**config.mk**
```make
export PLATFORM = sky130hd
export DESIGN_NAME = mmio_initiator_flat
export DESIGN_NICKNAME = d
export VERILOG_FILES = /design/src/rtl/mmio_initiator_pkg.sv /design/src/rtl/mmio_initiator_if.sv /design/src/rtl/mmio_initiator.sv /design/src/flat_wrapper.sv
export SDC_FILE = /design/constraint.sdc
export NUM_CORES = 1
export LEC_CHECK = 0
export ABC_AREA = 1
export BUFFER_PORTS_ARGS = -buffer_cell sky130_fd_sc_hd__buf_4
export CORE_ASPECT_RATIO = 2
export CORE_MARGIN = 2
export CORE_UTILIZATION = 45
export CTS_BUF_LIST = sky130_fd_sc_hd__clkbuf_8
export DETAILED_ROUTE_END_ITERATION = 6
export GPL_ROUTABILITY_DRIVEN = 0
export PLACE_DENSITY = 0.74
export SLEW_MARGIN = 25
export SYNTH_ARGS = -nofsm -noshare
export SYNTH_HDL_FRONTEND = slang
export SYNTH_SLANG_ARGS = --single-unit
```
**constraint.sdc**
```tcl
create_clock -name clk -period 9.25 [get_ports clk]
set_clock_uncertainty 0.1 [all_clocks]
set_input_delay 1.85 -clock clk [delete_from_list [all_inputs] [get_ports clk]]
set_output_delay 1.85 -clock clk [all_outputs]
set_load 0.005 [all_outputs]
```
**src/rtl/mmio_initiator_pkg.sv**
```systemverilog
// Shared types for the MMIO initiator: command opcodes, response status
// codes and FSM states, plus a counter-width helper.
package mmio_initiator_pkg;

    typedef enum logic [1:0] {
        OP_WRITE = 2'd0,
        OP_READ  = 2'd1,
        OP_POLL  = 2'd2,
        OP_RSVD  = 2'd3
    } cmd_op_t;

    typedef enum logic [1:0] {
        ST_OK      = 2'd0,
        ST_TIMEOUT = 2'd1,
        ST_BAD_OP  = 2'd2
    } rsp_status_t;

    typedef enum logic [2:0] {
        IDLE     = 3'd0,
        WR       = 3'd1,
        RD_ISSUE = 3'd2,
        RD_WAIT  = 3'd3,
        RSP      = 3'd4
    } state_t;

    // Bits needed to hold values 0..max_val inclusive (at least 1).
    function automatic int cnt_width(input int max_val);
        return (max_val < 1) ? 1 : $clog2(max_val + 1);
    endfunction

endpackage

```
**src/rtl/mmio_initiator_if.sv**
```systemverilog
// Command/response stream plus MMIO strobe bus of the initiator.
// master = the initiator's view, slave = the command source/responder side.
interface mmio_initiator_if #(
    parameter int ADDR_WIDTH = 16,
    parameter int DATA_WIDTH = 64
);
    logic                  cmd_valid;
    logic                  cmd_ready;
    logic [1:0]            cmd_op;
    logic [ADDR_WIDTH-1:0] cmd_addr;
    logic [DATA_WIDTH-1:0] cmd_data;

    logic                  rsp_valid;
    logic                  rsp_ready;
    logic [DATA_WIDTH-1:0] rsp_data;
    logic [1:0]            rsp_status;

    logic                  mmio_wr_en;
    logic [ADDR_WIDTH-1:0] mmio_wr_addr;
    logic [DATA_WIDTH-1:0] mmio_wr_data;
    logic                  mmio_rd_en;
    logic [ADDR_WIDTH-1:0] mmio_rd_addr;
    logic [DATA_WIDTH-1:0] mmio_rd_data;

    modport master (
        input  cmd_valid, cmd_op, cmd_addr, cmd_data, rsp_ready, mmio_rd_data,
        output cmd_ready, rsp_valid, rsp_data, rsp_status,
               mmio_wr_en, mmio_wr_addr, mmio_wr_data, mmio_rd_en, mmio_rd_addr
    );

    modport slave (
        output cmd_valid, cmd_op, cmd_addr, cmd_data, rsp_ready, mmio_rd_data,
        input  cmd_ready, rsp_valid, rsp_data, rsp_status,
               mmio_wr_en, mmio_wr_addr, mmio_wr_data, mmio_rd_en, mmio_rd_addr
    );

endinterface

```
**src/rtl/mmio_initiator.sv**
```systemverilog
// MMIO initiator: runs one WRITE / READ / POLL command at a time against an
// MMIO register responder and returns one response per command.
// Every output is a register; next values are computed from the next state.
module mmio_initiator
    import mmio_initiator_pkg::*;
#(
    parameter int ADDR_WIDTH = 16,
    parameter int DATA_WIDTH = 64,
    parameter int RD_LATENCY = 1,
    parameter int POLL_MAX   = 1024
) (
    input  logic              clk,
    input  logic              rst,
    mmio_initiator_if.master  bus
);

    localparam int PW = cnt_width(POLL_MAX);
    localparam int WW = cnt_width(RD_LATENCY);

    state_t                state_q, state_d;
    cmd_op_t               op_q, op_d;
    logic [ADDR_WIDTH-1:0] addr_q, addr_d;
    logic [DATA_WIDTH-1:0] data_q, data_d;        // write data or poll mask
    logic [WW-1:0]         wait_q, wait_d;
    logic [PW-1:0]         poll_q, poll_d;
    logic [PW-1:0]         poll_inc;

    logic                  cmd_ready_q, cmd_ready_d;
    logic                  rsp_valid_q, rsp_valid_d;
    logic [DATA_WIDTH-1:0] rsp_data_q, rsp_data_d;
    rsp_status_t           rsp_status_q, rsp_status_d;
    logic                  wr_en_q, wr_en_d;
    logic [ADDR_WIDTH-1:0] wr_addr_q, wr_addr_d;
    logic [DATA_WIDTH-1:0] wr_data_q, wr_data_d;
    logic                  rd_en_q, rd_en_d;
    logic [ADDR_WIDTH-1:0] rd_addr_q, rd_addr_d;

    assign poll_inc = poll_q + 1'b1;

    assign bus.cmd_ready    = cmd_ready_q;
    assign bus.rsp_valid    = rsp_valid_q;
    assign bus.rsp_data     = rsp_data_q;
    assign bus.rsp_status   = rsp_status_q;
    assign bus.mmio_wr_en   = wr_en_q;
    assign bus.mmio_wr_addr = wr_addr_q;
    assign bus.mmio_wr_data = wr_data_q;
    assign bus.mmio_rd_en   = rd_en_q;
    assign bus.mmio_rd_addr = rd_addr_q;

    // State and output registers; reset drops every output and discards the command.
    always_ff @(posedge clk or posedge rst) begin
        if (rst) begin
            state_q      <= IDLE;
            op_q         <= OP_WRITE;
            addr_q       <= '0;
            data_q       <= '0;
            wait_q       <= '0;
            poll_q       <= '0;
            cmd_ready_q  <= 1'b0;
            rsp_valid_q  <= 1'b0;
            rsp_data_q   <= '0;
            rsp_status_q <= ST_OK;
            wr_en_q      <= 1'b0;
            wr_addr_q    <= '0;
            wr_data_q    <= '0;
            rd_en_q      <= 1'b0;
            rd_addr_q    <= '0;
        end else begin
            state_q      <= state_d;
            op_q         <= op_d;
            addr_q       <= addr_d;
            data_q       <= data_d;
            wait_q       <= wait_d;
            poll_q       <= poll_d;
            cmd_ready_q  <= cmd_ready_d;
            rsp_valid_q  <= rsp_valid_d;
            rsp_data_q   <= rsp_data_d;
            rsp_status_q <= rsp_status_d;
            wr_en_q      <= wr_en_d;
            wr_addr_q    <= wr_addr_d;
            wr_data_q    <= wr_data_d;
            rd_en_q      <= rd_en_d;
            rd_addr_q    <= rd_addr_d;
        end
    end

    // Next state and next registered outputs; strobes default low so they pulse.
    always_comb begin
        state_d      = state_q;
        op_d         = op_q;
        addr_d       = addr_q;
        data_d       = data_q;
        wait_d       = wait_q;
        poll_d       = poll_q;
        cmd_ready_d  = cmd_ready_q;
        rsp_valid_d  = rsp_valid_q;
        rsp_data_d   = rsp_data_q;
        rsp_status_d = rsp_status_q;
        wr_en_d      = 1'b0;
        wr_addr_d    = wr_addr_q;
        wr_data_d    = wr_data_q;
        rd_en_d      = 1'b0;
        rd_addr_d    = rd_addr_q;

        case (state_q)
            IDLE: begin
                if (bus.cmd_valid && cmd_ready_q) begin
                    cmd_ready_d = 1'b0;
                    op_d        = cmd_op_t'(bus.cmd_op);
                    addr_d      = bus.cmd_addr;
                    data_d      = bus.cmd_data;
                    poll_d      = '0;
                    case (cmd_op_t'(bus.cmd_op))
                        OP_WRITE: begin
                            state_d   = WR;
                            wr_en_d   = 1'b1;
                            wr_addr_d = bus.cmd_addr;
                            wr_data_d = bus.cmd_data;
                        end
                        OP_READ, OP_POLL: begin
                            state_d   = RD_ISSUE;
                            rd_en_d   = 1'b1;
                            rd_addr_d = bus.cmd_addr;
                        end
                        default: begin
                            state_d      = RSP;
                            rsp_valid_d  = 1'b1;
                            rsp_data_d   = '0;
                            rsp_status_d = ST_BAD_OP;
                        end
                    endcase
                end else begin
                    // First edge after reset release raises ready; stays high while idle.
                    cmd_ready_d = 1'b1;
                end
            end

            WR: begin
                state_d      = RSP;
                rsp_valid_d  = 1'b1;
                rsp_data_d   = '0;
                rsp_status_d = ST_OK;
            end

            RD_ISSUE: begin
                wait_d  = WW'(RD_LATENCY);
                state_d = RD_WAIT;
            end

            RD_WAIT: begin
                wait_d = wait_q - 1'b1;
                // Count of 1 means rd_data is valid this cycle.
                if (wait_q == WW'(1)) begin
                    rsp_data_d = bus.mmio_rd_data;
                    if (op_q == OP_READ || (bus.mmio_rd_data & data_q) != '0) begin
                        state_d      = RSP;
                        rsp_valid_d  = 1'b1;
                        rsp_status_d = ST_OK;
                    end else if (poll_inc == PW'(POLL_MAX)) begin
                        state_d      = RSP;
                        rsp_valid_d  = 1'b1;
                        rsp_status_d = ST_TIMEOUT;
                    end else begin
                        poll_d  = poll_inc;
                        state_d = RD_ISSUE;
                        rd_en_d = 1'b1;
                    end
                end
            end

            RSP: begin
                if (bus.rsp_ready) begin
                    rsp_valid_d = 1'b0;
                    cmd_ready_d = 1'b1;
                    state_d     = IDLE;
                end
            end

            default: state_d = IDLE;
        endcase
    end

endmodule

```
**src/flat_wrapper.sv**
```systemverilog
// flat-port wrapper written by rule: the top's interface ports become plain ports
module mmio_initiator_flat import mmio_initiator_pkg::*;
#(
    parameter int ADDR_WIDTH = 16,
    parameter int DATA_WIDTH = 64,
    parameter int RD_LATENCY = 1,
    parameter int POLL_MAX   = 1024
)
  (clk, rst, bus_cmd_valid, bus_cmd_op, bus_cmd_addr, bus_cmd_data, bus_rsp_ready, bus_mmio_rd_data, bus_cmd_ready, bus_rsp_valid, bus_rsp_data, bus_rsp_status, bus_mmio_wr_en, bus_mmio_wr_addr, bus_mmio_wr_data, bus_mmio_rd_en, bus_mmio_rd_addr);
  mmio_initiator_if #(.ADDR_WIDTH(ADDR_WIDTH), .DATA_WIDTH(DATA_WIDTH)) bus_i ();
  input  logic clk;
  input  logic rst;
  input wire logic [$bits(bus_i.cmd_valid)-1:0] bus_cmd_valid;
  input wire logic [$bits(bus_i.cmd_op)-1:0] bus_cmd_op;
  input wire logic [$bits(bus_i.cmd_addr)-1:0] bus_cmd_addr;
  input wire logic [$bits(bus_i.cmd_data)-1:0] bus_cmd_data;
  input wire logic [$bits(bus_i.rsp_ready)-1:0] bus_rsp_ready;
  input wire logic [$bits(bus_i.mmio_rd_data)-1:0] bus_mmio_rd_data;
  output wire logic [$bits(bus_i.cmd_ready)-1:0] bus_cmd_ready;
  output wire logic [$bits(bus_i.rsp_valid)-1:0] bus_rsp_valid;
  output wire logic [$bits(bus_i.rsp_data)-1:0] bus_rsp_data;
  output wire logic [$bits(bus_i.rsp_status)-1:0] bus_rsp_status;
  output wire logic [$bits(bus_i.mmio_wr_en)-1:0] bus_mmio_wr_en;
  output wire logic [$bits(bus_i.mmio_wr_addr)-1:0] bus_mmio_wr_addr;
  output wire logic [$bits(bus_i.mmio_wr_data)-1:0] bus_mmio_wr_data;
  output wire logic [$bits(bus_i.mmio_rd_en)-1:0] bus_mmio_rd_en;
  output wire logic [$bits(bus_i.mmio_rd_addr)-1:0] bus_mmio_rd_addr;
  assign bus_i.cmd_valid = bus_cmd_valid;
  assign bus_i.cmd_op = bus_cmd_op;
  assign bus_i.cmd_addr = bus_cmd_addr;
  assign bus_i.cmd_data = bus_cmd_data;
  assign bus_i.rsp_ready = bus_rsp_ready;
  assign bus_i.mmio_rd_data = bus_mmio_rd_data;
  assign bus_cmd_ready = bus_i.cmd_ready;
  assign bus_rsp_valid = bus_i.rsp_valid;
  assign bus_rsp_data = bus_i.rsp_data;
  assign bus_rsp_status = bus_i.rsp_status;
  assign bus_mmio_wr_en = bus_i.mmio_wr_en;
  assign bus_mmio_wr_addr = bus_i.mmio_wr_addr;
  assign bus_mmio_wr_data = bus_i.mmio_wr_data;
  assign bus_mmio_rd_en = bus_i.mmio_rd_en;
  assign bus_mmio_rd_addr = bus_i.mmio_rd_addr;
  mmio_initiator #(.ADDR_WIDTH(ADDR_WIDTH), .DATA_WIDTH(DATA_WIDTH), .RD_LATENCY(RD_LATENCY), .POLL_MAX(POLL_MAX)) u_core (.clk(clk), .rst(rst), .bus(bus_i));
endmodule
```
==> flow_summary.toml <==
[setup_path]
critical_path.slowest_cell = "buf_4"
critical-path-top-delay-family = "buffers and inverters"
crit_required_ns = 9.59
critPathLaunchType = "primary input"
critical-path-max-stage-delay_ns = 0.66
critPathKind = "in2reg"
crit_chain = "buf_4, nand2_1, nand2_2, nand2_2, nor3_4, buf_4, buf_4, nand3_1, o21ai_1"
crit_fanout = 72
arrival_ns = 3.86
crit_top_cell = "buf_4"
cp-end-kind = "flip-flop"
path_buf_inv = 3

[synth]
syn_area_sq_mm = 0.0104
yosysTopAreaCell = "dfrtp_1"
ys.flop_type = "dfrtp_1"
yosys-top-cells-area = "dfrtp_1, nand2_1, o21ai_0"
synth.avg_cell_area_sq_um = 8.58
yosysSeqAreaShare_pct = 59.2
ys_ff_latch = 247
synthesis.nets = 1370
synth_cell_types = 27
async_flop_share_pct = 100
yosys_warnings = 0
netlist_instances = 1217
synth_edf_count = 0
synth_top_area_share_pct = 59.2

[power]
power.density_mw_per_mm2 = 286
seqPwrFrac_pct = 43.1
swShare_pct = 36.2
p_int_mw = 2.50
clkPwrFrac_pct = 22.6
ir_drop_mv = 0.289
leakage_nw = 7.34
pwr-share-comb_pct = 34.3
power_switching_mw = 1.42

[cells_and_area]
nFillCells = 2043
regArea_sq_mm = 0.00618
layout.cells.non_filler = 1829
fin_util_pct = 60.3
design_area_sq_mm = 0.0137
fin_nets = 1675
multi_input_area_sq_mm = 0.00336
layout-drive-gt1-share_pct = 26.0
layout-area-overhead-vs-synth_pct = 31.2

[clock_tree]
htree_levels = 2
clkLatencyLatePin_ns = 0.54
cts_tree = "yes"
clk_path_buf_depth = 3
path_clk_slew_ns = 0.06
clockRootBuffer = "clkbuf_8"
cts_resized = 0
cts_made_buffers = 37
cts_setup_buffers = 0
cts_hold_buf = 0
clock-sinks = 247

[die]
start_util_pct = 45.9
die_h_um = 219
die_w_um = 112
die_area_sq_mm = 0.0245
core_area_sq_mm = 0.0227
ios = 316
rows = 78

[routing]
antenna_left = 0
dr.pass1.iters = 7
vias = 9208
avgViaCountPerCell = 5.03
post_drt_wl_per_cell_um = 17.4
drtIter0Drc = 561
wirelength_um = 31800
drc = 0

[timing]
finalSetupViolCount = 0
fin_crit_sh_pct = 38.1
max_freq_ghz = 0.284
min_period_ns = 3.52
finalMaxSlewViolations = 0
hold_violations = 0
rsz0062_at_grt = "false"
fin_setup_tns_ns = 0
tightestPinTransition_ns = 0.904
slew_headroom_pct = 39.7

[grt]
grt-ovfl-total = 0
grt_pass1_wl_um = 48800
grt_antenna_before_repair = 1
grt_pass1_vias = 9227
grt_max_degree = 130
grt_usage_pct = 25.5

[run_status]
status = "complete, no violations"

[place]
place_area_sq_mm = 0.0130
place_hpwl_um = 23400
placed_cells = 1762
numPortBuffers = 315

[run]
timing.max_cap.violations = 0

[min_path]
hold_class = "reg2reg"
stage by stage:
step / worst slack [ns] / power (mW) / hold WS, ns
floorplan: 0.513 / 2.39 / 0.353
CTS: 5.67 / 3.95 / 0.384
global route: 5.54 / 4.17 / 0.404
global placement: 5.27 / 3.00 / 0.366
finish: 5.73 / 3.91 / 0.382
detailed placement: 5.20 / 3.06 / 0.364
synth_stat cells (2+ instances only):
master,count
a21oi_1,6
buf_1,3
buf_2,17
buf_4,8
clkbuf_1,28
dfrtp_1,247
ha_1,3
inv_1,168
inv_2,4
nand2_1,344
nand2_2,8
nand3_1,83
nand3_2,3
nand3b_1,2
nand4_1,10
nor2_1,41
nor2_2,4
nor2_4,2
nor3_1,2
o21ai_0,164
o21ai_1,64
worst register-to-register path: cells and delay by family (launching register included):
| family | cells | cell delay, ns |
|---|---|---|
| buffers and inverters | 3 | 1.31 |
| and+or+nand+nor | 5 | 1.12 |
| DFF | 1 | 0.43 |
| AOI/OAI and AO/OA | 1 | 0.12 |
power groups by stage:
stage                     clock (mW)  sequential, mW  combinational (mW)
after global routing           0.941            1.73                1.50
after floorplan                    0            1.68               0.711
final                          0.884            1.69                1.34
after CTS                      0.899            1.68                1.36
after global placement             0            1.68                1.32
after detailed placement           0            1.69                1.36
logic make-up (layout without fill, tap and decap cells):
family	count (synthesis)	count (layout)	synth area share, %
buffers and inverters	229	560	8.79
adders and majority gates	3	3	0.359
AOI/OAI and AO/OA	236	236	11.4
and+or+nand+nor	502	502	20.3
DFF	247	247	59.2
other	0	1	0
final timing paths:
check	slack, ns	cells past startpoint	end	start
worst max-delay path	5.73	9	u_core.bus.rsp_data[30]$_DFFE_PP0P_	bus_cmd_valid
worst min-delay path	0.38	2	u_core.bus.rsp_valid$_DFFE_PP0P_	u_core.bus.rsp_valid$_DFFE_PP0P_
worst max register to register	6.08	9	u_core.bus.rsp_data[30]$_DFFE_PP0P_	u_core.state_q[2]$_DFFE_PP0P_
worst min register to register	0.38	2	u_core.bus.rsp_valid$_DFFE_PP0P_	u_core.bus.rsp_valid$_DFFE_PP0P_
max in group asynchronous	6.17	3	u_core.bus.mmio_wr_data[1]$_DFFE_PP0P_	rst
min in group asynchronous	1.39	2	u_core.bus.mmio_rd_addr[0]$_DFFE_PP0P_	rst
metal layers:
metal  wire length (um)  part of all wire [%]  track usage [%]
met2              17000                    54             46.2
met4               1770                   5.6             13.9
met1              11200                    35             27.9
met3               1810                   5.7             4.68
met5                  0                     0                0
flip-flops by register name (all words and copies together) (netlist names), 3 cells and up:
name,flops
u_core.poll_q,11
u_core.bus.mmio_wr_addr,16
u_core.bus.rsp_data,64
u_core.bus.mmio_rd_addr,16
u_core.state_q,3
u_core.bus.mmio_wr_data,64
u_core.data_q,64
area by class of cell:
class	count	share of cell area, %
inverters	172	4.78
flip-flops and latches	247	45.1
multi-input cells	741	24.5
clock buffers	47	4.72
clock inverters	18	0.557
well taps	280	2.56
diodes	1	0.0183
repair buffers	323	17.8
cells in the final DEF, fill, tap and decap left out, types with 3 or more instances in the layout:
| master | n |
|---|---|
| clkinv_2 | 4 |
| ha_1 | 3 |
| a21oi_1 | 6 |
| nor2_2 | 4 |
| nor2_1 | 41 |
| o21ai_0 | 164 |
| inv_2 | 4 |
| o21ai_1 | 64 |
| nand2_1 | 342 |
| clkbuf_8 | 47 |
| nand3_1 | 83 |
| nand4_1 | 10 |
| inv_1 | 179 |
| buf_4 | 322 |
| dfrtp_1 | 247 |
| nand3_2 | 3 |
| nand2_2 | 9 |
No activity file was read; power rests on OpenSTA's default activity.
